File: config.mk
export PLATFORM = sky130hd
export DESIGN_NAME = hazard_ctrl
export DESIGN_NICKNAME = d
export VERILOG_FILES = /design/src/rtl/hazard_ctrl.sv
export SDC_FILE = /design/constraint.sdc
export NUM_CORES = 1
export LEC_CHECK = 0
export ABC_CLOCK_PERIOD_IN_PS = 3800
export CAP_MARGIN = 15
export CORE_AREA = 2 2 64 66
export DETAILED_ROUTE_END_ITERATION = 8
export DIE_AREA = 0 0 66 68
export HOLD_SLACK_MARGIN = 0.02
export PLACE_DENSITY = 0.79
export SYNTH_ARGS = -nofsm -noshare
export SYNTH_HDL_FRONTEND = slang
export SYNTH_SLANG_ARGS = --single-unit
export TNS_END_PERCENT = 50
File: constraint.sdc
create_clock -name clk -period 3.8 [get_ports clk]
set_input_delay 0.38 -clock clk [delete_from_list [all_inputs] [get_ports clk]]
set_output_delay 0.38 -clock clk [all_outputs]
set_load 0.005 [all_outputs]
File: src/rtl/hazard_ctrl.sv
// Pipeline hazard controller: EX operand forwarding, load-use stall, taken-branch
// IF/ID flush and multi-cycle EX hold with a saturating stall-cycle counter.
module hazard_ctrl #(
  parameter int unsigned AW       = 5,
  parameter int unsigned MC_LAT   = 4,
  parameter int unsigned CNT_W    = 16,
  parameter bit          ZERO_REG = 1'b1
) (
  input  logic             clk,
  input  logic             rst,
  input  logic [AW-1:0]    id_rs,
  input  logic [AW-1:0]    id_rt,
  input  logic             id_uses_rs,
  input  logic             id_uses_rt,
  input  logic             id_branch_taken,
  input  logic [AW-1:0]    ex_rs,
  input  logic [AW-1:0]    ex_rt,
  input  logic [AW-1:0]    ex_wreg,
  input  logic             ex_regwrite,
  input  logic             ex_memread,
  input  logic             ex_mc_start,
  input  logic [AW-1:0]    mem_wreg,
  input  logic             mem_regwrite,
  input  logic [AW-1:0]    wb_wreg,
  input  logic             wb_regwrite,
  output logic [1:0]       forward_a,
  output logic [1:0]       forward_b,
  output logic             pc_write,
  output logic             ifid_write,
  output logic             idex_bubble,
  output logic             ifid_flush,
  output logic             ex_hold,
  output logic             mc_busy,
  output logic [CNT_W-1:0] stall_cnt
);

  typedef enum logic {IDLE, MC_BUSY} state_t;

  localparam logic [3:0] MC_RELOAD = 4'(MC_LAT - 2);

  state_t           r_state, w_state_nxt;
  logic [3:0]       r_mc_cnt, w_mc_cnt_nxt;
  logic [CNT_W-1:0] r_stall_cnt;

  logic w_mem_ok, w_wb_ok, w_ex_ok, w_lu, w_mc_active;

  // A register-0 destination is treated as "writes nothing" when ZERO_REG is set.
  assign w_mem_ok = mem_regwrite && !(ZERO_REG && (mem_wreg == '0));
  assign w_wb_ok  = wb_regwrite  && !(ZERO_REG && (wb_wreg  == '0));
  assign w_ex_ok  = ex_memread && ex_regwrite && !(ZERO_REG && (ex_wreg == '0));

  assign w_lu = w_ex_ok && ((id_uses_rs && (id_rs == ex_wreg)) ||
                            (id_uses_rt && (id_rt == ex_wreg)));

  assign w_mc_active = (r_state == MC_BUSY) || ((r_state == IDLE) && ex_mc_start);

  always_comb begin
    forward_a = 2'd0;
    forward_b = 2'd0;
    if (w_mem_ok && (mem_wreg == ex_rs))     forward_a = 2'd2;
    else if (w_wb_ok && (wb_wreg == ex_rs))  forward_a = 2'd1;
    if (w_mem_ok && (mem_wreg == ex_rt))     forward_b = 2'd2;
    else if (w_wb_ok && (wb_wreg == ex_rt))  forward_b = 2'd1;
  end

  always_comb begin
    w_state_nxt  = r_state;
    w_mc_cnt_nxt = r_mc_cnt;
    pc_write     = 1'b1;
    ifid_write   = 1'b1;
    idex_bubble  = 1'b0;
    ifid_flush   = 1'b0;
    ex_hold      = 1'b0;
    mc_busy      = 1'b0;

    case (r_state)
      IDLE: begin
        if (ex_mc_start) begin
          w_state_nxt  = MC_BUSY;
          w_mc_cnt_nxt = MC_RELOAD;
        end
      end
      MC_BUSY: begin
        if (r_mc_cnt == '0) w_state_nxt = IDLE;
        else                w_mc_cnt_nxt = r_mc_cnt - 4'd1;
      end
      default: w_state_nxt = IDLE;
    endcase

    // Stalls win over a taken branch; ID stays frozen so the branch is flushed later.
    if (w_mc_active) begin
      pc_write   = 1'b0;
      ifid_write = 1'b0;
      ex_hold    = 1'b1;
      mc_busy    = 1'b1;
    end else if (w_lu) begin
      pc_write    = 1'b0;
      ifid_write  = 1'b0;
      idex_bubble = 1'b1;
    end else if (id_branch_taken) begin
      ifid_flush = 1'b1;
    end
  end

  always_ff @(posedge clk or negedge rst) begin
    if (!rst) begin
      r_state     <= IDLE;
      r_mc_cnt    <= '0;
      r_stall_cnt <= '0;
    end else begin
      r_state  <= w_state_nxt;
      r_mc_cnt <= w_mc_cnt_nxt;
      if (!pc_write && (r_stall_cnt != '1))
        r_stall_cnt <= r_stall_cnt + 1'b1;
    end
  end

  assign stall_cnt = r_stall_cnt;

endmodule

After elaboration in Yosys (flattened, before gate mapping)
Cells that the tools add are included.
{"block": "word_totals", "register_bits": 21, "inputBits": 45, "wordCells": 57}
{"block": "classes", "n_addsub": 2, "eq_ne": 9, "mux": 18, "bitwise_logic": 1, "reduce_logical": 24}
{"operator": "$eq 5x5->1", "n": 6}
{"operator": "$add 16x1->16 const B", "n": 1}
{"operator": "$ne 16x16->1 const B", "n": 1}
{"operator": "$logic_not 5->1", "n": 3}
{"operator": "$logic_and 1x1->1", "n": 13}
{"operator": "$mux 1", "n": 12}
{"operator": "$mux 4", "n": 2}
{"operator": "$pmux 4 s2", "n": 1}
{"operator": "$logic_not 1->1", "n": 4}
{"operator": "$logic_not 4->1", "n": 1}
{"operator": "$mux 2", "n": 2}
{"operator": "$ne 2x2->1 const B", "n": 2}
{"operator": "$sub 4x1->4 const B", "n": 1}
{"operator": "$logic_or 1x1->1", "n": 2}
{"operator": "$pmux 1 s2", "n": 1}
{"operator": "$reduce_and 2->1", "n": 1}
{"operator": "$not 1->1", "n": 1}

Longest topological paths before layout
{"block": "depth", "depth_word": 8, "depth_mapped": 7}

Worst setup path before layout
Ideal clock, no wire load.
{"block": "synth_timing", "kind": "in2out", "from": "input ex_wreg[0]", "to": "output ifid_flush", "t_arrival_ns": 1.621, "required_time_ns": 3.420, "slack_ns": 1.799, "cell_stages": 5, "path_buffers": 1, "cell_sequence": "or3_1 -> o311a_4 -> a21oi_4 -> buf_6 -> and2_1"}
{"block": "synth_via", "elab_chain_cells": 6}
{"element": "start: declaration", "line_no": "18", "source": "input logic [AW-1:0] ex_wreg,"}
{"element": "$eq 5x5->1 (tied with other cells)", "line_no": "52", "source": "assign w_lu = w_ex_ok && ((id_uses_rs && (id_rs == ex_wreg)) ||"}
{"element": "$logic_and 1x1->1 (tied with other cells)", "line_no": "52"}
{"element": "$logic_or 1x1->1 or $logic_and 1x1->1 (tied branches)", "line_no": "52, 50"}
{"element": "$logic_and 1x1->1 (*)", "line_no": "52"}
{"element": "$mux 1 (*)", "line_no": "96", "source": "end else if (w_lu) begin"}
{"element": "$mux 1 (*)", "line_no": "91", "source": "if (w_mc_active) begin"}
{"element": "end: declaration", "line_no": "31", "source": "output logic ifid_flush,"}
Every way passes the cells marked *; elsewhere a longest branch is shown, timed or not.

Final worst setup path
{"block": "layout_timing", "from": "input mem_wreg[2]", "to": "output forward_b[0]"}
{"block": "layout_via", "elab_chain_cells": 5}
{"element": "start: declaration", "line_no": "22", "source": "input logic [AW-1:0] mem_wreg,"}
{"element": "$logic_not 5->1", "line_no": "48", "source": "assign w_mem_ok = mem_regwrite && !(ZERO_REG && (mem_wreg == '0));"}
{"element": "$logic_not 1->1", "line_no": "48"}
{"element": "$logic_and 1x1->1", "line_no": "48"}
{"element": "$logic_and 1x1->1 (*)", "line_no": "62", "source": "if (w_mem_ok && (mem_wreg == ex_rt)) forward_b = 2'd2;"}
{"element": "$mux 2 (*)", "line_no": "62"}
{"element": "end: declaration", "line_no": "27", "source": "output logic [1:0] forward_b,"}
Marked as above.

==> flow_metrics.env <==
export IMPL_hold_violations=0
export IMPL_async_reset_ff_share_pct=100.0
export IMPL_gp_congestion=0.7152
export IMPL_fp_coreArea_sq_um=3856
export IMPL_cts_made_buffers=3
export IMPL_status="complete, no violations"
export IMPL_cp_start_kind="input pin"
export IMPL_crit_buf_inv=2
export IMPL_postCtsHoldBufs=0
export IMPL_ys_seq_area_share_pct=35.38
export IMPL_tritoncts="yes"
export IMPL_ys_ff_latch=21
export IMPL_drcViolationCount=0
export IMPL_cts_setup_buffers=0
export IMPL_dpl_hpwl_um=2951
export IMPL_cts_sinks=21
export IMPL_syn_num_nets=197
export IMPL_finClkSkew_ps=2.440
export IMPL_drtIter0Drc=36
export IMPL_drt_antenna_violating_nets=0
export IMPL_crit_family="buffers and inverters"
export IMPL_power_density_nw_per_um2=435.6
export IMPL_synth_area_leaders="dfrtp_1, xor2_1, xnor2_1"
export IMPL_io_pins=71
export IMPL_htree_num_levels=1
export IMPL_crit_arrival_ps=2600
export IMPL_slew_headroom_pct=37.93
export IMPL_critPathRequiredTime_ps=3420
export IMPL_ys_types=35
export IMPL_maxCapViolations=0
export IMPL_design_area_sq_um=2267
export IMPL_syn_area_sq_um=1485
export IMPL_clockBufferDepth=2
export IMPL_hp_start="stall_cnt[5]$_DFFE_PN0P_"
export IMPL_path_clk_slew_ps=70
export IMPL_rows=23
export IMPL_cts_root_buf="clkbuf_8"
export IMPL_period_minus_slack_ps=2977
export IMPL_antenna_found_initial=0
export IMPL_grt_max_degree=22
export IMPL_drt_pass1_iter_count=4
export IMPL_holdCritPathClass="reg -> reg"
export IMPL_vias=1413
export IMPL_grtUsageTotal_pct=15.77
export IMPL_worstSetupPathType="in -> out"
export IMPL_antennaDiodeCount=0
export IMPL_worst_slew_pin_slew_ps=928.2
export IMPL_leakage_nw=0.8814
export IMPL_synth_edf_count=0
export IMPL_setup_tns_ps=0
export IMPL_avgViaCountPerCell=5.214
export IMPL_grt_pass1_wl_um=5671
export IMPL_cp_slowest_cell="clkdlybuf4s50_1"
export IMPL_critical_path_cell_chain="clkdlybuf4s50_1, or4_1, o21ai_0, nor4_1, nor4_1, clkdlybuf4s50_1"
export IMPL_wl_per_cell_um=13.58
export IMPL_worst_r2r_startpoint="stall_cnt[3]$_DFFE_PN0P_"
export IMPL_synth_warnings=0
export IMPL_insertion_delay_ps=250
export IMPL_cts_resized_gates=0
export IMPL_start_util_pct=38.51
export IMPL_first_global_vias=1311
export IMPL_synth_area_per_cell_sq_um=9.901
export IMPL_cp_startpoint="mem_wreg[2]"
export IMPL_die_w_um=66
export IMPL_syn_to_final_growth_pct=52.65
export IMPL_die_h_um=68
export IMPL_crit_path_max_fanout=3
export IMPL_place_area_sq_um=2222
export IMPL_synth_area_leader_cell="dfrtp_1"
export IMPL_synth_ff_type="dfrtp_1"
export IMPL_setup_violations_final=0
export IMPL_vdd_drop_max_uv=397.0
export IMPL_finalCoreUtilization_pct=58.79
export IMPL_seq_area_sq_um=525.5
export IMPL_multi_input_area_sq_um=910.9
export IMPL_portBuffers=70
export IMPL_synth_top_cell_area_share_pct=35.38
export IMPL_maxSlewViolCount=0
export IMPL_nets=269
export IMPL_post_route_period_util_pct=78.35
export IMPL_rsz0062_at_grt="no"
export IMPL_dieArea_sq_um=4488
export IMPL_wirelength_um=3680
export IMPL_max_freq_ghz=0.3359
export IMPL_crit_path_end_kind="primary output"
export IMPL_gr_total_overflow=0
export IMPL_critPathMaxStageDelay_ps=540
export IMPL_layout_drive_gt1_share_pct=4.072
export IMPL_netlist_instances=150
export IMPL_fillers=367
## sequential cells by signal, indices dropped and copies added (netlist names)
signal	count
r_mc_cnt	4
stall_cnt	16
r_state	1
## placed cells by master, fill, tap and decap left out, types with 2 or more instances in the layout
cell type        Yosys  final
nor3_1               4      4
ha_1                 2      2
nand2_1             10     10
nor4b_1              2      2
xor2_1              25     25
or4_1                4      4
or3_1                3      3
o31ai_1              4      4
clkbuf_8             0      3
nor4_1              11     11
nand4_1              6      6
dfrtp_1             21     21
clkdlybuf4s50_1      0     70
nor2_1               2      2
inv_1                4      4
o21ai_0              4      4
nand3_1              8      8
xnor2_1             17     17
mux2_1               3      3
## kinds of logic (layout without fill, tap and decap cells)
kind of cell / after synthesis / in the layout / synth area share (%)
xor+xnor: 42 / 42 / 24.77
simple gates: 58 / 58 / 23.34
flops: 21 / 21 / 35.38
mux: 3 / 3 / 2.274
buf+inv: 8 / 79 / 3.285
compound gates: 16 / 16 / 9.268
fa+ha+maj: 2 / 2 / 1.685
## cell type report
cell class              count  area share [%]
inverters                   4          0.6623
repair buffers             71           31.24
flip-flops and latches     21           23.18
multi-input cells         121           40.18
well taps                  50           2.759
clock buffers               4           1.987
## per-stage QoR
step / setup slack [ps] / hold WS [ps] / std cells / power (mW)
2_1_floorplan: 1799 / 84.41 / 150 / 0.6154
3_3_place_gp: 908.6 / 478.4 / 267 / 0.8380
3_5_place_dp: 822.8 / 474.6 / 267 / 0.8450
4_1_cts: 819.2 / 490.7 / 271 / 0.9939
5_1_grt: 767.5 / 510.9 / 271 / 1.067
6_report: 822.5 / 485.3 / 271 / 0.9876
## synthesized netlist by cell type, types with 2 or more instances
master / number
xor2_1: 25
dfrtp_1: 21
xnor2_1: 17
nor4_1: 11
nand2_1: 10
nand3_1: 8
nand4_1: 6
inv_1: 4
nor3_1: 4
o21ai_0: 4
o31ai_1: 4
or4_1: 4
buf_4: 3
mux2_1: 3
or3_1: 3
ha_1: 2
nor2_1: 2
nor4b_1: 2
## report_power, final
| group | switching [mW] | internal, mW |
|---|---|---|
| sequential | 0.0998 | 0.303 |
| combinational | 0.173 | 0.268 |
| clock | 0.0693 | 0.0746 |
## final timing paths
| check | end | slack, ps | cells past startpoint |
|---|---|---|---|
| worst max-delay path | forward_b[0] | 820 | 6 |
| worst min-delay path | stall_cnt[5]$_DFFE_PN0P_ | 490 | 1 |
| worst max register to register | stall_cnt[1]$_DFFE_PN0P_ | 1530 | 5 |
| worst min register to register | stall_cnt[5]$_DFFE_PN0P_ | 490 | 1 |
| max in group asynchronous | r_mc_cnt[3]$_DFFE_PN0P_ | 2590 | 1 |
| min in group asynchronous | stall_cnt[4]$_DFFE_PN0P_ | 640 | 1 |
## layer usage
layer | global-route usage (%) | routed length (um)
met2 | 26.77 | 1773
met5 | 0 | 0
met1 | 21.08 | 1608
met4 | 3.827 | 24
met3 | 2.632 | 274
Power figures use the tool's default switching activity.
